**src/rtl/freq_meter.sv**
```systemverilog
// Counts synchronised rising edges of sig_in_i over a programmable clk window and flags
// lock when the count lies within tol of the expected value.
module freq_meter #(
  parameter int unsigned GATE_W = 16,
  parameter int unsigned CNT_W  = 16
) (
  input  logic              clk_i,
  input  logic              rst_ni,
  input  logic              sig_in_i,
  input  logic              start_i,
  input  logic [GATE_W-1:0] gate_len_i,
  input  logic [CNT_W-1:0]  expect_i,
  input  logic [CNT_W-1:0]  tol_i,
  output logic              busy_o,
  output logic              valid_o,
  output logic [CNT_W-1:0]  count_o,
  output logic              overflow_o,
  output logic              lock_o
);

  typedef enum logic [1:0] {StIdle, StGate, StDone} state_e;

  state_e            state_q, state_d;
  logic              s1_q, s2_q, prev_q;
  logic              rise;
  logic [GATE_W-1:0] gate_cnt_q, gate_cnt_d;
  logic [CNT_W-1:0]  edge_cnt_q, edge_cnt_d;
  logic [CNT_W-1:0]  exp_q, exp_d, tol_q, tol_d;
  logic              ovf_q, ovf_d;
  logic              busy_q, busy_d, valid_q, valid_d;
  logic [CNT_W-1:0]  count_q, count_d;
  logic              overflow_q, overflow_d, lock_q, lock_d;
  logic [CNT_W-1:0]  diff;

  assign rise = s2_q & ~prev_q;

  always_comb begin
    state_d    = state_q;
    gate_cnt_d = gate_cnt_q;
    edge_cnt_d = edge_cnt_q;
    exp_d      = exp_q;
    tol_d      = tol_q;
    ovf_d      = ovf_q;
    count_d    = count_q;
    overflow_d = overflow_q;
    lock_d     = lock_q;
    diff       = '0;
    unique case (state_q)
      StIdle: begin
        if (start_i && (gate_len_i != '0)) begin
          state_d    = StGate;
          gate_cnt_d = gate_len_i;
          edge_cnt_d = '0;
          ovf_d      = 1'b0;
          exp_d      = expect_i;
          tol_d      = tol_i;
        end
      end
      StGate: begin
        gate_cnt_d = gate_cnt_q - 1'b1;
        if (rise) begin
          if (&edge_cnt_q) ovf_d = 1'b1;
          else             edge_cnt_d = edge_cnt_q + 1'b1;
        end
        // Results are registered on entry to DONE so they coincide with the valid pulse.
        if (gate_cnt_q == GATE_W'(1)) begin
          state_d    = StDone;
          diff       = (edge_cnt_d >= exp_q) ? (edge_cnt_d - exp_q) : (exp_q - edge_cnt_d);
          count_d    = edge_cnt_d;
          overflow_d = ovf_d;
          lock_d     = !ovf_d && (diff <= tol_q);
        end
      end
      StDone:  state_d = StIdle;
      default: state_d = StIdle;
    endcase
    busy_d  = (state_d != StIdle);
    valid_d = (state_d == StDone);
  end

  always_ff @(posedge clk_i or negedge rst_ni) begin
    if (!rst_ni) begin
      state_q    <= StIdle;
      s1_q       <= 1'b0;
      s2_q       <= 1'b0;
      prev_q     <= 1'b0;
      gate_cnt_q <= '0;
      edge_cnt_q <= '0;
      exp_q      <= '0;
      tol_q      <= '0;
      ovf_q      <= 1'b0;
      busy_q     <= 1'b0;
      valid_q    <= 1'b0;
      count_q    <= '0;
      overflow_q <= 1'b0;
      lock_q     <= 1'b0;
    end else begin
      state_q    <= state_d;
      s1_q       <= sig_in_i;
      s2_q       <= s1_q;
      prev_q     <= s2_q;
      gate_cnt_q <= gate_cnt_d;
      edge_cnt_q <= edge_cnt_d;
      exp_q      <= exp_d;
      tol_q      <= tol_d;
      ovf_q      <= ovf_d;
      busy_q     <= busy_d;
      valid_q    <= valid_d;
      count_q    <= count_d;
      overflow_q <= overflow_d;
      lock_q     <= lock_d;
    end
  end

  assign busy_o     = busy_q;
  assign valid_o    = valid_q;
  assign count_o    = count_q;
  assign overflow_o = overflow_q;
  assign lock_o     = lock_q;

endmodule
```
**config.mk**
```make
export PLATFORM = sky130hd
export DESIGN_NAME = freq_meter
export DESIGN_NICKNAME = d
export VERILOG_FILES = /design/src/rtl/freq_meter.sv
export SDC_FILE = /design/constraint.sdc
export NUM_CORES = 1
export LEC_CHECK = 0
export CAP_MARGIN = 10
export CORE_UTILIZATION = 60
export DETAILED_ROUTE_END_ITERATION = 6
export GPL_TIMING_DRIVEN = 0
export PLACE_DENSITY_LB_ADDON = 0.3
export SLEW_MARGIN = 10
export SYNTH_ARGS = -nofsm -noshare
export SYNTH_HDL_FRONTEND = slang
export SYNTH_SLANG_ARGS = --single-unit
```
**constraint.sdc**
```tcl
create_clock -name clk_i -period 8.3 [get_ports clk_i]
set_clock_uncertainty 0.1 [all_clocks]
set_input_delay 1.66 -clock clk_i [delete_from_list [all_inputs] [get_ports clk_i]]
set_output_delay 1.66 -clock clk_i [all_outputs]
set_load 0.005 [all_outputs]
```
Yosys cells after proc, flatten, opt, wreduce, memory -nomap -nowiden. Index checks and enable logic that the tools add are counted.

Bits in registers: 90. Word-level logic and storage cells: 53.

Add/subtract/negate cells: 4. Order comparisons: 2. Equal/unequal tests: 4. Multiplexer cells: 16. Bitwise logic cells: 2. Reductions and logical operators: 11.

Operators by type and width (number): $mux 16 (6); $pmux 16 s2 (2); $sub 16x16->16 (2); $add 16x1->16 const B (1); $eq 16x1->1 const B (1); $ge 16x16->1 (1); $le 16x16->1 (1); $reduce_and 16->1 (1); $reduce_bool 16->1 (1); $sub 16x1->16 const B (1); $reduce_and 2->1 (3); $mux 1 (4); $mux 2 (2); $pmux 2 s2 (1); $reduce_bool 2->1 (2); $eq 2x1->1 const B (1); $eq 2x2->1 const B (1); $logic_and 1x1->1 (2); $logic_not 2->1 (1); $ne 2x2->1 const B (1); $pmux 1 s2 (1); $and 1x1->1 (1); $logic_not 1->1 (1); $not 1->1 (1).

Longest topological paths before layout.
Depth after elaboration: 8. Mapped depth: 24. Depth with buffers taken out: 22.

Least setup slack after synthesis. Ideal clock, no wire load.

Path kind: register -> register. Start: register edge_cnt_q[0]. End: register lock_q, in the netlist lock_o. Setup time: 0.094 ns. Arrival: 4.633 ns. Setup slack: 3.473 ns. Cell stages (with the launch flop): 25. Buffers on the path: 2. Period minus slack after synthesis: 4.827 ns. Cell sequence: dfrtp_1 -> ha_1 -> and4b_1 -> clkbuf_1 -> nand2_1 -> a21oi_1 -> and3_1 -> xnor2_1 -> inv_1 -> ha_1 -> nand2_1 -> a21oi_1 -> a211oi_2 -> o31ai_4 -> buf_2 -> mux2i_1 -> xnor2_1 -> ha_1 -> a21o_1 -> a21o_1 -> a21oi_1 -> nor2_1 -> a211oi_1 -> o211ai_1 -> a221oi_2.

Word-level cells in the longest chain between the ends: 8. Elaborated cells on any way between the ends: 15.

RTL lines: start: declaration (RTL line 27) `logic [CNT_W-1:0] edge_cnt_q, edge_cnt_d;`; start signal: assignment (RTL line 103) `edge_cnt_q <= edge_cnt_d;`; $add 16x1->16 / $reduce_and 16->1 (equally long branches) (RTL line 63, 62); $mux 16 (RTL line 62) `if (&edge_cnt_q) ovf_d = 1'b1;`; $mux 16 (RTL line 61) `if (rise) begin`; $mux 16 (RTL line 48) `unique case (state_q)`; $sub 16x16->16 / $ge 16x16->1 (equally long branches) (RTL line 68) `diff = (edge_cnt_d >= exp_q) ? (edge_cnt_d - exp_q) : (exp_q - edge_cnt_d);`; $mux 16 (RTL line 68); $le 16x16->1 (RTL line 71) `lock_d = !ovf_d && (diff <= tol_q);`; $logic_and 1x1->1 (*) (RTL line 71); end signal: assignment (RTL line 111) `lock_q <= lock_d;`; end: declaration (RTL line 32) `logic overflow_q, overflow_d, lock_q, lock_d;`.

Mark *: on every way between the ends. The rest lies on a longest branch, timed or not. The select of a mux whose other input is x is not followed. A chain may end at the register's enable or synchronous reset.

Worst setup path in the final report. Same ends and word-level chain as after synthesis.

==> results.json <==
{
  "initial_utilization_pct": 61.7,
  "p_int_uw": 884,
  "use_met3_pct": 7.18,
  "top_level_ports": 72,
  "synth.distinct_cells": 70,
  "clockRootBuffer": "clkbuf_8",
  "fin_setup_tns_ns": 0,
  "p_leak_nw": 3.26,
  "criticalPathCategory": "register to register",
  "ir_worst_vdd_mv": 0.140,
  "use_met2_pct": 54.5,
  "ys_seq_area_share_pct": 37.5,
  "drc_errors": 0,
  "vias": 5377,
  "final_antenna_net_count": 0,
  "setup_violations": 0,
  "crit_path_end_kind": "register",
  "area_growth_pct": 18.6,
  "synth_top_area_cell": "dfrtp_1",
  "die_h_um": 102,
  "n_antenna_cell": 0,
  "globalRoute.totalOverflow": 0,
  "rr_endpoint": "lock_o",
  "clk_pin_slew_worst_paths_ns": 0.11,
  "required_ns": 8.48,
  "hold_buffers": 0,
  "ys_async_sr_fraction_pct": 100,
  "grt_pass1_wl_um": 25600,
  "syn_nets": 787,
  "endpoint": "lock_o",
  "dp_hpwl_um": 12000,
  "finalHoldViolCount": 0,
  "p_sw_share_pct": 41.3,
  "netlist_area_sq_um": 6000,
  "clkLatencyLatePin_ns": 0.38,
  "die_area_sq_um": 10400,
  "switching_power_uw": 622,
  "p_seq_share_pct": 33.2,
  "grt_pass1_vias": 5327,
  "first_pass_iters": 5,
  "status": "finished, final reports clean",
  "slew_headroom_pct": 43.0,
  "antenna_found_initial": 0,
  "place_inst": 888,
  "syn_inst": 683,
  "yosysTopAreaCellShare_pct": 37.5,
  "postSynthAreaPerCell_sq_um": 8.79,
  "cts_made_buffers": 9,
  "slowest_delay_ns": 0.44,
  "post_cts_buffers": 0,
  "nFillCells": 766,
  "drive_gt1_share_pct": 8.82,
  "clock_path_buffers": 2,
  "post_layout_nonfiller_instances": 904,
  "cap_violations": 0,
  "place.gp.congestion": 0.899,
  "path_cells": "ha_1, and4b_1, clkbuf_1, nand2_1, a21oi_1, and3_1, xnor2_1, inv_1, ha_1, nand2_1, a21oi_1, a211oi_2, o31ai_4, buf_2, mux2i_1, xnor2_1, ha_1, a21o_1, a21o_1, a21oi_1, nor2_1, a211oi_1, o211ai_1, a221oi_2",
  "rows": 36,
  "rr_startpoint": "edge_cnt_q[0]",
  "core_sq_um": 9730,
  "layout_commonest_cell": "nand2_1",
  "rr_worst_depth": 24,
  "grt_use_met1_pct": 40.1,
  "arrival_ns": 6.06,
  "ys_ff_latch": 90,
  "hp-class": "register to register",
  "die_w_um": 102,
  "slowest_stage": "dfrtp_1",
  "finalNetCount": 870,
  "top_usage_layer": "met2",
  "cts_resized": 0,
  "p_comb_share_pct": 44.4,
  "startpoint": "edge_cnt_q[0]",
  "pwr-share-clk_pct": 22.4,
  "routedWlPerCell_um": 17.5,
  "worst_pin_slew_ns": 0.846,
  "finalCriticalPeriod_ns": 5.88,
  "start_kind": "register",
  "wl_um": 15800,
  "slew_viol_final": 0,
  "synth.area.top_cells": "dfrtp_1 (38%), ha_1 (10%), nand2_1 (6.2%)",
  "io_buffers": 71,
  "grt_util_all_layers_pct": 32.1,
  "rsz0062_at_grt": "false",
  "cts_num_sinks": 90,
  "fmax_ghz": 0.170,
  "critPathMaxFanout": 10,
  "reg2reg_slack_ns": 2.42,
  "synthFlopType": "dfrtp_1",
  "drtIter0Drc": 212,
  "ys_warn_count": 0,
  "vias_per_cell": 5.95,
  "power.density_nw_per_um2": 211,
  "layout_common_cells": "nand2_1 (99), dfrtp_1 (90), o21ai_0 (70), clkdlybuf4s50_1 (70), inv_1 (56)",
  "h-tree-depth": 3,
  "fin_crit_sh_pct": 70.8,
  "grt_max_degree": 66,
  "tritoncts": "built",
  "synth_edf_count": 0
}
==> metrics by stage <==
step | setup slack, ns | hold WS [ns] | utilization (%) | total power, mW | area, sq um
floorplan | 3.47 | 0.231 | - | 0.979 | 6000
global placement | 2.15 | 0.232 | 70.7 | 1.14 | 6880
finish | 2.42 | 0.262 | 73.2 | 1.51 | 7120
detailed placement | 2.61 | 0.237 | 71.0 | 1.17 | 6910
CTS | 2.53 | 0.263 | 73.2 | 1.51 | 7120
global route | 2.01 | 0.264 | 73.2 | 1.61 | 7120
==> registers in the layout, indices dropped and copies added (netlist names) <==
name,count
valid_o,1
lock_o,1
state_q,2
s1_q,1
prev_q,1
edge_cnt_q,16
gate_cnt_q,16
tol_q,16
s2_q,1
ovf_q,1
count_o,16
overflow_o,1
exp_q,16
busy_o,1
==> cell families after synthesis <==
kind of cell	Yosys count	synth area share (%)
simple gates	218	17.8
compound gates	199	21.8
flops	90	37.5
buf+inv	89	6.36
fa+ha+maj	52	11.1
xor+xnor	24	3.50
mux	11	1.94
==> worst max-delay path: cells and delay by family, from the launching register on <==
kind	cells	cell delay, ns
AOI/OAI and AO/OA	10	2.03
xor gates and xnor gates	2	0.47
adders and majority gates	3	1.01
buffers and inverters	3	0.69
DFF	1	0.44
muxes	1	0.26
and+or+nand+nor	5	0.77
==> worst min-delay path by stage <==
stage / start / to / slack [ns] / cells after the start
floorplan: s1_q / s2_q / 0.23 / 0
global placement: s1_q / s2_q / 0.23 / 0
detailed placement: s1_q / s2_q / 0.24 / 0
CTS: s1_q / s2_q / 0.26 / 0
global route: s1_q / s2_q / 0.26 / 0
finish: s1_q / s2_q / 0.26 / 0
==> power groups by stage <==
stage          registers, mW  logic [mW]  clock network (mW)
2_1_floorplan          0.498       0.481                   0
3_3_place_gp           0.503       0.639                   0
3_5_place_dp           0.506       0.661                   0
4_1_cts                0.498       0.667               0.341
5_1_grt                0.503       0.746               0.357
6_report               0.499       0.669               0.337
==> per-layer routing <==
metal | wire length [um] | up-vias
met2 | 7730 | 200
met3 | 1050 | 37
met1 | 6620 | 2584
met5 | 0 | -
li1 | - | 2556
met4 | 401 | 0
==> layout make-up <==
type,count,area [sq um],share of cell area (%)
clock buffer,9,124,1.74
sequential,90,2250,31.6
inverter,56,210,2.95
clock inverter,7,93.8,1.32
tap,133,166,2.34
buffer,33,171,2.41
multi-input combinational,504,3370,47.3
timing repair buffer,72,736,10.3
==> cell usage after synthesis, types with 15 or more instances <==
cell,count
nand2_1,99
dfrtp_1,90
ha_1,50
inv_1,56
a21o_1,21
xnor2_1,18
clkbuf_1,15
nand3_1,28
a21oi_1,36
o21ai_2,15
nor2_1,31
o21ai_0,70
Note: power is estimated with default switching activity, not from simulation.
